[config.mk]
export PLATFORM = sky130hd
export DESIGN_NAME = pipe_hazard_ctrl
export DESIGN_NICKNAME = d
export VERILOG_FILES = /design/src/rtl/pipe_hazard_ctrl.sv
export SDC_FILE = /design/constraint.sdc
export NUM_CORES = 1
export LEC_CHECK = 0
export CAP_MARGIN = 20
export CORE_ASPECT_RATIO = 1.25
export CORE_MARGIN = 2
export CORE_UTILIZATION = 40
export DETAILED_ROUTE_END_ITERATION = 8
export HOLD_SLACK_MARGIN = 0.03
export PLACE_DENSITY = 0.75
export SYNTH_ARGS = -nofsm -noshare
export SYNTH_HDL_FRONTEND = slang
export SYNTH_SLANG_ARGS = --single-unit
[constraint.sdc]
create_clock -name clk -period 5.25 [get_ports clk]
set_input_delay 0.7875 -clock clk [delete_from_list [all_inputs] [get_ports clk]]
set_output_delay 0.7875 -clock clk [all_outputs]
set_load 0.01 [all_outputs]
[src/rtl/pipe_hazard_ctrl.sv]
// Pipeline hazard controller: operand forwarding, load-use stall, branch flush
// and a data-memory wait/timeout FSM that freezes the whole pipeline.
module pipe_hazard_ctrl #(
  parameter int unsigned TIMEOUT = 255,
  parameter int unsigned CNTW    = 16
) (
  input  logic            clk,
  input  logic            reset,
  input  logic [4:0]      rs1d,
  input  logic [4:0]      rs2d,
  input  logic [4:0]      rs1e,
  input  logic [4:0]      rs2e,
  input  logic [4:0]      rde,
  input  logic [4:0]      rdm,
  input  logic [4:0]      rdw,
  input  logic            regwritem,
  input  logic            regwritew,
  input  logic            loade,
  input  logic            pcsrce,
  input  logic            dmem_req,
  input  logic            dmem_ack,
  output logic [1:0]      forwardae,
  output logic [1:0]      forwardbe,
  output logic            pc_en,
  output logic            ifd_en,
  output logic            ifd_clr,
  output logic            ide_clr,
  output logic            ex_en,
  output logic            mem_err,
  output logic [CNTW-1:0] stall_cnt
);

  localparam int unsigned WW = (TIMEOUT < 1) ? 1 : $clog2(TIMEOUT + 1);

  typedef enum logic [1:0] {RUN, WAIT, ERR} state_t;

  state_t        state, state_n;
  logic [WW-1:0] wcnt, wcnt_n;
  logic          lwstall;
  logic          freeze;

  function automatic logic [1:0] fwd_sel(input logic [4:0] rs);
    if (regwritem && rdm != 5'd0 && rdm == rs)      fwd_sel = 2'b10;
    else if (regwritew && rdw != 5'd0 && rdw == rs) fwd_sel = 2'b01;
    else                                            fwd_sel = 2'b00;
  endfunction

  always_comb begin
    forwardae = fwd_sel(rs1e);
    forwardbe = fwd_sel(rs2e);
  end

  assign lwstall = loade && rde != 5'd0 && (rde == rs1d || rde == rs2d);

  // Freeze is decoded from the current state plus live handshake so it is
  // already asserted in the request cycle and released in the ack cycle.
  always_comb begin
    unique case (state)
      RUN:     freeze = dmem_req && !dmem_ack;
      WAIT:    freeze = !dmem_ack;
      default: freeze = 1'b1;
    endcase
  end

  always_comb begin
    state_n = state;
    wcnt_n  = wcnt;
    unique case (state)
      RUN: begin
        if (dmem_req && !dmem_ack) begin
          state_n = WAIT;
          wcnt_n  = '0;
        end
      end
      WAIT: begin
        if (dmem_ack) begin
          state_n = RUN;
          wcnt_n  = '0;
        end else if (wcnt == WW'(TIMEOUT)) begin
          state_n = ERR;
        end else begin
          wcnt_n = wcnt + 1'b1;
        end
      end
      default: state_n = ERR;
    endcase
  end

  always_comb begin
    pc_en   = 1'b1;
    ifd_en  = 1'b1;
    ex_en   = 1'b1;
    ifd_clr = 1'b0;
    ide_clr = 1'b0;
    if (freeze) begin
      pc_en  = 1'b0;
      ifd_en = 1'b0;
      ex_en  = 1'b0;
    end else if (pcsrce) begin
      ifd_clr = 1'b1;
      ide_clr = 1'b1;
    end else if (lwstall) begin
      pc_en   = 1'b0;
      ifd_en  = 1'b0;
      ide_clr = 1'b1;
    end
  end

  always_ff @(posedge clk or posedge reset) begin
    if (reset) begin
      state     <= RUN;
      wcnt      <= '0;
      mem_err   <= 1'b0;
      stall_cnt <= '0;
    end else begin
      state   <= state_n;
      wcnt    <= wcnt_n;
      mem_err <= mem_err | (state_n == ERR);
      if (!ifd_en && stall_cnt != '1)
        stall_cnt <= stall_cnt + 1'b1;
    end
  end

endmodule

# [Yosys cells after proc, flatten, opt, wreduce, memory -nomap -nowiden]
# Index checks and enable logic that the tools add are counted.
[totals] romBits=0 n_memories=0 latchBits=0 reg_bits=27 mem_bits_rw=0
[op_classes] bitwise_logic=1 reduce_logical=19 div_mod_pow=0 addsub=2 shift=0 eq_ne=12 order_cmp=0 mux=22 multipliers=0
[ops] operator="$eq A5 B5 Y1" count=6
[ops] operator="$mux W8" count=3
[ops] operator="$add A16 B1 Y16 const B" count=1
[ops] operator="$ne A16 B16 Y1 const B" count=1
[ops] operator="$pmux W8 S2" count=1
[ops] operator="$reduce_bool A5 Y1" count=3
[ops] operator="$mux W1" count=11
[ops] operator="$logic_and A1 B1 Y1" count=10
[ops] operator="$mux W2" count=5
[ops] operator="$add A8 B1 Y8 const B" count=1
[ops] operator="$eq A8 B8 Y1 const B" count=1
[ops] operator="$pmux W2 S2" count=1
[ops] operator="$ne A3 B3 Y1 const B" count=1
[ops] operator="$reduce_and A3 Y1" count=1
[ops] operator="$eq A2 B1 Y1 const B" count=1
[ops] operator="$eq A2 B2 Y1 const B" count=1
[ops] operator="$logic_not A1 Y1" count=2
[ops] operator="$logic_not A2 Y1" count=1
[ops] operator="$ne A2 B2 Y1 const B" count=1
[ops] operator="$pmux W1 S2" count=1
[ops] operator="$reduce_bool A2 Y1" count=1
[ops] operator="$logic_or A1 B1 Y1" count=1
[ops] operator="$or A1 B1 Y1" count=1

# [Longest topological paths before layout]
# Gate-level depths: netlist (run 1).
[depth] word_depth=8 mapped_depth=8

# [Worst setup path after synthesis (run 1)]
# Ideal clock, no wire load.
[synth_path] path_kind="input to output" from="input port rdm[1]" to="output port forwardae[0]" n_path_buf=0 arrival_ns=2.081 cell_stages=4 path_slack_ns=2.382 required_ns=4.463 cell_sequence="or4_1 > o21ai_0 > nor4_1 > nor4_1"
[synth_via] elab_chain_len=4 elab_cells_between_ends=5
[synth_rtl] element="start, declared" line="14" source="input logic [4:0] rdm,"
[synth_rtl] element="$reduce_bool A5 Y1" line="43" source="if (regwritem && rdm != 5'd0 && rdm == rs) fwd_sel = 2'b10;"
[synth_rtl] element="$logic_and A1 B1 Y1" line="43"
[synth_rtl] element="$logic_and A1 B1 Y1 (*)" line="43"
[synth_rtl] element="$mux W2 (*)" line="43"
[synth_rtl] element="end, declared" line="22" source="output logic [1:0] forwardae,"
# Mark *: on every way between the ends. The rest lies on a longest branch, timed or not.

# [Worst setup path in the final report (run 1)]
[layout_path] from="input port rdm[1]" to="output port forwardbe[0]"
[layout_via] elab_chain_len=4 elab_cells_between_ends=5
[layout_rtl] element="$reduce_bool A5 Y1" line="43"
[layout_rtl] element="$logic_and A1 B1 Y1" line="43"
[layout_rtl] element="$logic_and A1 B1 Y1 (*)" line="43"
[layout_rtl] element="$mux W2 (*)" line="43"
[layout_rtl] element="end, declared" line="23" source="output logic [1:0] forwardbe,"
# Marked as above.

==> results.toml, run 1 <==
[pwr]
cellLeakagePower_nw = 1.00
p_sw_mw = 0.0933
sw_frac_of_total_pct = 23.0
p_total_mw = 0.405
internal_power_mw = 0.312
clock_power_share_pct = 28.5
ir_drop_mv = 0.0844
power_density_mw_per_mm2 = 161
power_frac_seq_pct = 52.5
p_comb_share_pct = 19.0

[placed_design]
hpwl_mm = 3.24
place.gp.congestion = 0.786
post_dp_cell_area_sq_mm = 0.00245
io_buffers = 68

[grt]
antenna_found_initial = 0
grt_pass1_vias = 1574
grt_usage_pct = 17.2
grt_max_degree = 28
grt_pass1_wl_mm = 6.84
gr-total-overflow = 0

[timing]
rsz0062_at_grt = "no"
fmax_mhz = 264
maxSlewHeadroom_pct = 68.2
setup_violations = 0
finalSetupTns_ps = 0
clock_skew_ps = 1.78
fin_hold_ws_ps = 488
tightest_slew_ps = 473
maxSlewViolCount = 0
period_needed_ps = 3790
finalCritPeriodShare_pct = 72.2
hold_viol = 0

[floorplan]
rows = 26
start_util_pct = 42.0
core_area_sq_mm = 0.00410
die_area_sq_mm = 0.00485
chipWidth_um = 62.7
die_y_um = 77.3
ioPinCount = 69

[status]
outcome = "complete, no violations"

[clocking]
cts_setup_buffers = 0
cts_tree = "yes"
path_clk_slew_ps = 90
clockBufferDepth = 2
root_buffer = "clkbuf_8"
clkLatencyLatePin_ps = 260
cts_hold_buf = 0
cts_made_buffers = 3
numClockSinks = 27
cts_resized = 0
cts_max_level = 1

[yosys]
synth.distinct_cells = 36
synth_cells = 185
postSynthAreaPerCell_sq_um = 9.30
yosysTopAreaCell = "dfrtp_1"
synth.area.top_cells = "dfrtp_1 (39%), xor2_1 (14%), xnor2_1 (12%)"
synth_edf_count = 0
synth_area_sq_mm = 0.00172
ys_seq_elements = 27
synth_top_area_share_pct = 39.3
synth_ff_type = "dfrtp_1"
yosysWarnings = 0
async_flop_share_pct = 100
synth_common_cells = "dfrtp_1 (27), xor2_1 (27), xnor2_1 (23), nor2_1 (18), nand2_1 (16)"
yosysSeqAreaShare_pct = 39.3
synth_fp_nets = 230

[detailed_routing]
viasPerCell = 5.10
route.antenna.remaining_nets = 0
drc_errors = 0
totalWireLength_mm = 3.94
wl_met1_mm = 1.56
first_pass_iters = 4
wl_met2_mm = 2.10
top_layer = "met4"
wl_met3_um = 199
wl_per_cell_um = 12.7
vias = 1587
drt_iter0_drc = 71

[layout]
nNetsFinal = 301
finish.utilization_pct = 61.5
layout-drive-gt1-share_pct = 3.14
stdcell_area_sq_mm = 0.00252
fillers = 382
syn2layout_area_growth_pct = 46.5
antenna_cells = 0

[critical_path]
worstSetupStartpointType = "input port"
crit_type = "in -> out"
crit_fanout = 3
cp.required_ps = 4460
crit_path_end_kind = "primary output"
cp.arrival_ps = 3000

[hold_path]
hold_path_class = "reg -> reg"

[job]
maxCapViolCount = 0
## final timing paths
path / depth (start not counted) / start / slack, ps / end
max: 6 / rdm[1] / 1460 / forwardbe[0]
min: 1 / mem_err / 490 / mem_err
max reg2reg: 6 / stall_cnt[0] / 2930 / stall_cnt[1]
min reg2reg: 1 / mem_err / 490 / mem_err
max in group asynchronous: 3 / reset / 4030 / wcnt[7]
min in group asynchronous: 2 / reset / 800 / stall_cnt[7]
## flip-flops by register name, summed over array words and instances, names as in the netlist
| register | flops |
|---|---|
| state | 2 |
| mem_err | 1 |
| wcnt | 8 |
| stall_cnt | 16 |
## stage by stage
| step | std cells | setup slack [ps] |
|---|---|---|
| final | 311 | 1460 |
| after global routing | 311 | 1260 |
| after CTS | 310 | 1440 |
| after detailed placement | 306 | 1460 |
| after global placement | 306 | 1530 |
| after floorplan | 185 | 2380 |
## final cells by class
cell class                      instances  area (sq um)  area share (%)
Multi-Input combinational cell        150          1000            39.8
Timing Repair Buffer                   69           708            28.1
Sequential cell                        27           676            26.8
Tap cell                               56          70.1            2.78
Clock buffer                            4          45.0            1.79
Inverter                                5          18.8           0.744
## logic make-up (layout without fill, tap and decap cells)
family	after synthesis	after routing	synth area share, %
buffers and inverters	8	78	2.40
and+or+nand+nor	79	79	22.8
xor gates and xnor gates	50	50	25.5
AOI/OAI and AO/OA	18	18	7.71
DFF	27	27	39.3
adders and majority gates	2	2	1.45
muxes	1	1	0.872
## worst max-delay path, stage by stage
cell             delay [ps]
clkdlybuf4s50_1         460
or4_1                   530
o21ai_0                 220
nor4_1                  110
nor4_1                  300
clkdlybuf4s50_1         590
## layer usage
layer	global-route usage, %	vias up
met4	6.67	0
met2	31.5	50
met3	3.23	8
met5	0	-
met1	19.5	753
li1	-	776
## power by group through the flow
stage                     combinational, mW  sequential, mW  clock (mW)
final                                0.0771           0.213       0.116
after detailed placement             0.0751           0.217           0
after CTS                            0.0754           0.213       0.119
after global routing                 0.0844           0.213       0.132
after global placement               0.0738           0.217           0
after floorplan                      0.0295           0.216           0
## layout by cell type, fill, tap and decap left out, types with 2 or more instances in the layout
master | Yosys | final
o21ai_0 | 3 | 3
dfrtp_1 | 27 | 27
inv_1 | 5 | 5
or2_2 | 2 | 2
xnor2_1 | 23 | 23
a21oi_1 | 3 | 3
o31ai_1 | 2 | 2
or4_1 | 5 | 5
nand3_1 | 12 | 12
xor2_1 | 27 | 27
o41ai_1 | 2 | 2
ha_1 | 2 | 2
nor4_1 | 5 | 5
nor3_1 | 9 | 9
nand2b_1 | 2 | 2
nor2_1 | 18 | 18
nand2_1 | 16 | 16
nand4_1 | 4 | 4
clkbuf_8 | 0 | 3
clkdlybuf4s50_1 | 0 | 68
Power figures use the tool's default switching activity.
==> run 2: changes to the inputs <==
==> constraint.sdc (replaced) <==
create_clock -name clk -period 3.85 [get_ports clk]
set_input_delay 0.5775 -clock clk [delete_from_list [all_inputs] [get_ports clk]]
set_output_delay 0.5775 -clock clk [all_outputs]
set_load 0.01 [all_outputs]
==> results.toml, run 2 (synthesized netlist as in run 1, its figures left out) <==
[status]
outcome = "complete, no violations"

[pwr]
cellLeakagePower_nw = 1.00
ir_drop_mv = 0.146
power_density_mw_per_mm2 = 220

[timing]
tightest_slew_ps = 520
finalCritPeriodShare_pct = 86.8
period_needed_ps = 3340
hold_viol = 0
clock_skew_ps = 3.15
maxSlewViolCount = 0
fmax_mhz = 299
rsz0062_at_grt = "no"
finalSetupTns_ps = 0
maxSlewHeadroom_pct = 65.0
setup_violations = 0

[grt]
grt.busiest_layer = "met2"
met1_usage_pct = 19.2
grt_pass1_wl_mm = 6.90
antenna_found_initial = 0
grtUsageMet3_pct = 3.67
grt_usage_pct = 17.5
grt_max_degree = 28
grt_util_met2_pct = 32.5
grt_pass1_vias = 1565
gr-total-overflow = 0

[hold_path]
hold_path_class = "reg -> reg"

[critical_path]
critPathBufInv = 2
crit_path_max_incr_delay_ps = 600
crit_path_end_kind = "primary output"
cpMostUsedCell = "clkdlybuf4s50_1"
crit_family = "buffers and inverters"
cp.required_ps = 3270
worstSetupStartpointType = "input port"
crit_slowest_cell = "clkdlybuf4s50_1"
crit_fanout = 4
crit_chain = "clkdlybuf4s50_1, or4_1, o21ai_1, nor2_1, a21boi_1, clkdlybuf4s50_1"
cp.arrival_ps = 2760
crit_type = "in -> out"

[clocking]
root_buffer = "clkbuf_8"
clkLatencyLatePin_ps = 270
cts_hold_buf = 0
numClockSinks = 27
clockBufferDepth = 2
path_clk_slew_ps = 90
cts_made_buffers = 3
cts_max_level = 1
cts_setup_buffers = 0
cts_tree = "yes"
cts_resized = 0

[layout]
antenna_cells = 0
layout-drive-gt1-share_pct = 3.14
largestRegisters = "stall_cnt x16, wcnt x8, state x2"
largest_reg_flops = 16
syn2layout_area_growth_pct = 46.5
nNetsFinal = 301
layout_commonest_cell = "clkdlybuf4s50_1"
fillers = 381
layout_common_cells = "clkdlybuf4s50_1 (68), xor2_1 (27), dfrtp_1 (27)"
finish.utilization_pct = 61.5
largest-register = "stall_cnt"

[placed_design]
hpwl_mm = 3.25
place.gp.congestion = 0.785
io_buffers = 68

[detailed_routing]
totalWireLength_mm = 4.04
viasPerCell = 4.97
vias = 1545
first_pass_iters = 4
drc_errors = 0
wl_per_cell_um = 13.0
drt_iter0_drc = 118
route.antenna.remaining_nets = 0

[floorplan]
die_y_um = 77.3
chipWidth_um = 62.7
ioPinCount = 69
start_util_pct = 42.0
core_area_sq_mm = 0.00410
die_area_sq_mm = 0.00485
rows = 26

[job]
maxCapViolCount = 0
-- run 2: path summary, 6_finish.rpt --
kind                               from      endpoint  slack [ps]  cells after the start
min in group asynchronous         reset       wcnt[7]         640                      2
min reg2reg                     mem_err       mem_err         480                      1
max reg2reg                stall_cnt[0]  stall_cnt[1]        1500                      6
max in group asynchronous         reset       wcnt[3]        2750                      3
max                              rde[1]        ifd_en         510                      6
min                             mem_err       mem_err         480                      1
-- run 2: where the power goes --
group / leakage, nW / total [mW] / switching [mW] / internal [mW]
Sequential: 0.278 / 0.290 / 0.00326 / 0.287
Clock: 0.0228 / 0.160 / 0.0858 / 0.0740
Combinational: 0.702 / 0.105 / 0.0406 / 0.0649
-- run 2: stage by stage --
stage          cells  setup slack (ps)  power [mW]  hold slack, ps  cell area (sq um)
3_3_place_gp     306               545       0.396             462               2450
4_1_cts          310               508       0.556             485               2490
2_1_floorplan    185              1400       0.335             470               1720
3_5_place_dp     306               501       0.398             457               2450
6_report         311               508       0.555             482               2520
5_1_grt          311               293       0.584             497               2520
-- run 2: area by class of cell --
cell class,count,area (sq um),share of cell area [%]
inverter,5,18.8,0.744
sequential,27,676,26.8
clock buffer,4,45.0,1.79
timing repair buffer,69,708,28.1
multi-input combinational,150,1000,39.8
tap,56,70.1,2.78
-- run 2: layer usage --
layer	wire, um	part of all wire [%]
met5	0	0
met4	86	2.1
met3	226	5.6
met2	2150	53
met1	1570	39
-- run 2: worst reg2reg max path, delay by kind of cell, from the launching register on --
kind,cells,cell delay (ps)
multiplexers,1,340
flip-flops,1,420
AND/OR/NAND/NOR,3,840
AO/OA/AOI/OAI,1,450
adder cells (fa/ha/maj),1,190
==> run 3: changes to the inputs <==
--- a/config.mk
+++ b/config.mk
@@ -8,10 +8,10 @@
 export CAP_MARGIN = 20
 export CORE_ASPECT_RATIO = 1.25
 export CORE_MARGIN = 2
-export CORE_UTILIZATION = 40
+export CORE_UTILIZATION = 43
 export DETAILED_ROUTE_END_ITERATION = 8
 export HOLD_SLACK_MARGIN = 0.03
-export PLACE_DENSITY = 0.75
+export PLACE_DENSITY = 0.8
 export SYNTH_ARGS = -nofsm -noshare
 export SYNTH_HDL_FRONTEND = slang
 export SYNTH_SLANG_ARGS = --single-unit
==> results.toml, run 3 (synthesized netlist as in run 1, its figures left out) <==
[floorplan]
die_area_sq_mm = 0.00453
rows = 25
start_util_pct = 45.1
core_area_sq_mm = 0.00382
die_y_um = 74.7
chipWidth_um = 60.6
ioPinCount = 69

[clocking]
numClockSinks = 27
cts_made_buffers = 3
cts_resized = 0
cts_hold_buf = 0
clockBufferDepth = 2
root_buffer = "clkbuf_8"
cts_max_level = 1
cts_tree = "yes"
clkLatencyLatePin_ps = 280
cts_setup_buffers = 0
path_clk_slew_ps = 90

[detailed_routing]
vias = 1569
route.antenna.remaining_nets = 0
viasPerCell = 5.08
first_pass_iters = 6
totalWireLength_mm = 3.95
drt_iter0_drc = 59
wl_per_cell_um = 12.8
drc_errors = 0

[layout]
fillers = 323
antenna_cells = 0
nNetsFinal = 301
syn2layout_area_growth_pct = 46.5
stdcell_count = 309
largestRegisters = "stall_cnt x16, wcnt x8, state x2"
largest_reg_flops = 16
layout_commonest_cell = "clkdlybuf4s50_1"
largest-register = "stall_cnt"
layout_common_cells = "clkdlybuf4s50_1 (68), xor2_1 (27), dfrtp_1 (27)"
layout-drive-gt1-share_pct = 3.53

[timing]
period_needed_ps = 3320
setup_violations = 0
maxSlewViolCount = 0
tightest_slew_ps = 491
maxSlewHeadroom_pct = 67.0
clock_skew_ps = 8.14
fmax_mhz = 301
finalCritPeriodShare_pct = 86.3
finalSetupTns_ps = 0
hold_viol = 0
rsz0062_at_grt = "no"

[pwr]
power_density_mw_per_mm2 = 221
ir_drop_mv = 0.116
cellLeakagePower_nw = 1.01

[critical_path]
crit_fanout = 3
worst-r2r-setup-slack_ps = 1560
worstSetupStartpointType = "input port"
crit_path_end_kind = "primary output"
reg2reg_to = "stall_cnt[1]"
reg2reg_from = "stall_cnt[0]"
crit_type = "in -> out"
setup.worst_path.start = "rdm[1]"
cp.arrival_ps = 2740
cp.required_ps = 3270
cp-endpoint = "forwardae[0]"
r2r_cells = 6

[job]
maxCapViolCount = 0

[placed_design]
io_buffers = 68
placedCellCount = 304
place.gp.congestion = 0.831
hpwl_mm = 3.17

[status]
outcome = "complete, no violations"

[grt]
antenna_found_initial = 0
grt_pass1_wl_mm = 6.94
grt_pass1_vias = 1650
gr-total-overflow = 0
grt_max_degree = 28
grt_usage_pct = 19.6

[hold_path]
hold_path_class = "reg -> reg"
==> run 3: worst min-delay path by stage <==
stage	endpoint	depth (start not counted)	startpoint	slack (ps)
after detailed placement	mem_err	1	mem_err	470
after global routing	mem_err	1	mem_err	530
after floorplan	wcnt[1]	2	wcnt[1]	470
after CTS	stall_cnt[9]	1	stall_cnt[9]	500
final	mem_err	1	mem_err	500
after global placement	mem_err	1	mem_err	460
==> run 3: cell type report <==
class | count | area [sq um] | area share [%]
inverters | 5 | 18.8 | 0.745
clock buffers | 3 | 41.3 | 1.64
repair buffers | 69 | 708 | 28.1
clock inverters | 1 | 5.00 | 0.199
flip-flops and latches | 27 | 676 | 26.8
multi-input cells | 150 | 1000 | 39.8
well taps | 54 | 67.6 | 2.68
==> run 3: power by group <==
part | total, mW | switching (mW) | internal, mW
combinational | 0.105 | 0.0398 | 0.0649
sequential | 0.290 | 0.00380 | 0.287
clock | 0.161 | 0.0888 | 0.0726
==> run 3: per-stage QoR <==
stage / hold slack, ps / utilization [%] / total power [mW] / setup slack, ps / area [sq um]
6_report: 495 / 66.0 / 0.556 / 528 / 2520
5_1_grt: 527 / 66.0 / 0.581 / 382 / 2520
4_1_cts: 502 / 65.3 / 0.556 / 500 / 2490
3_5_place_dp: 465 / 64.1 / 0.398 / 501 / 2450
3_3_place_gp: 464 / 64.1 / 0.396 / 538 / 2450
2_1_floorplan: 470 / - / 0.335 / 1400 / 1720
==> run 3: layer usage <==
| layer | GRT usage (%) | wire, um | vias up |
|---|---|---|---|
| met5 | 0 | 0 | - |
| met4 | 6.28 | 57 | 0 |
| met3 | 4.98 | 280 | 5 |
| met2 | 35.2 | 1980 | 70 |
| met1 | 22.4 | 1630 | 717 |
| li1 | - | - | 777 |
==> run 3: worst max-delay path, cell delays in order <==
cell and delay, ps:
clkdlybuf4s50_1 460, or4_1 520, o21ai_0 210, nor4_1 110, nor4_1 280, clkdlybuf4s50_1 590
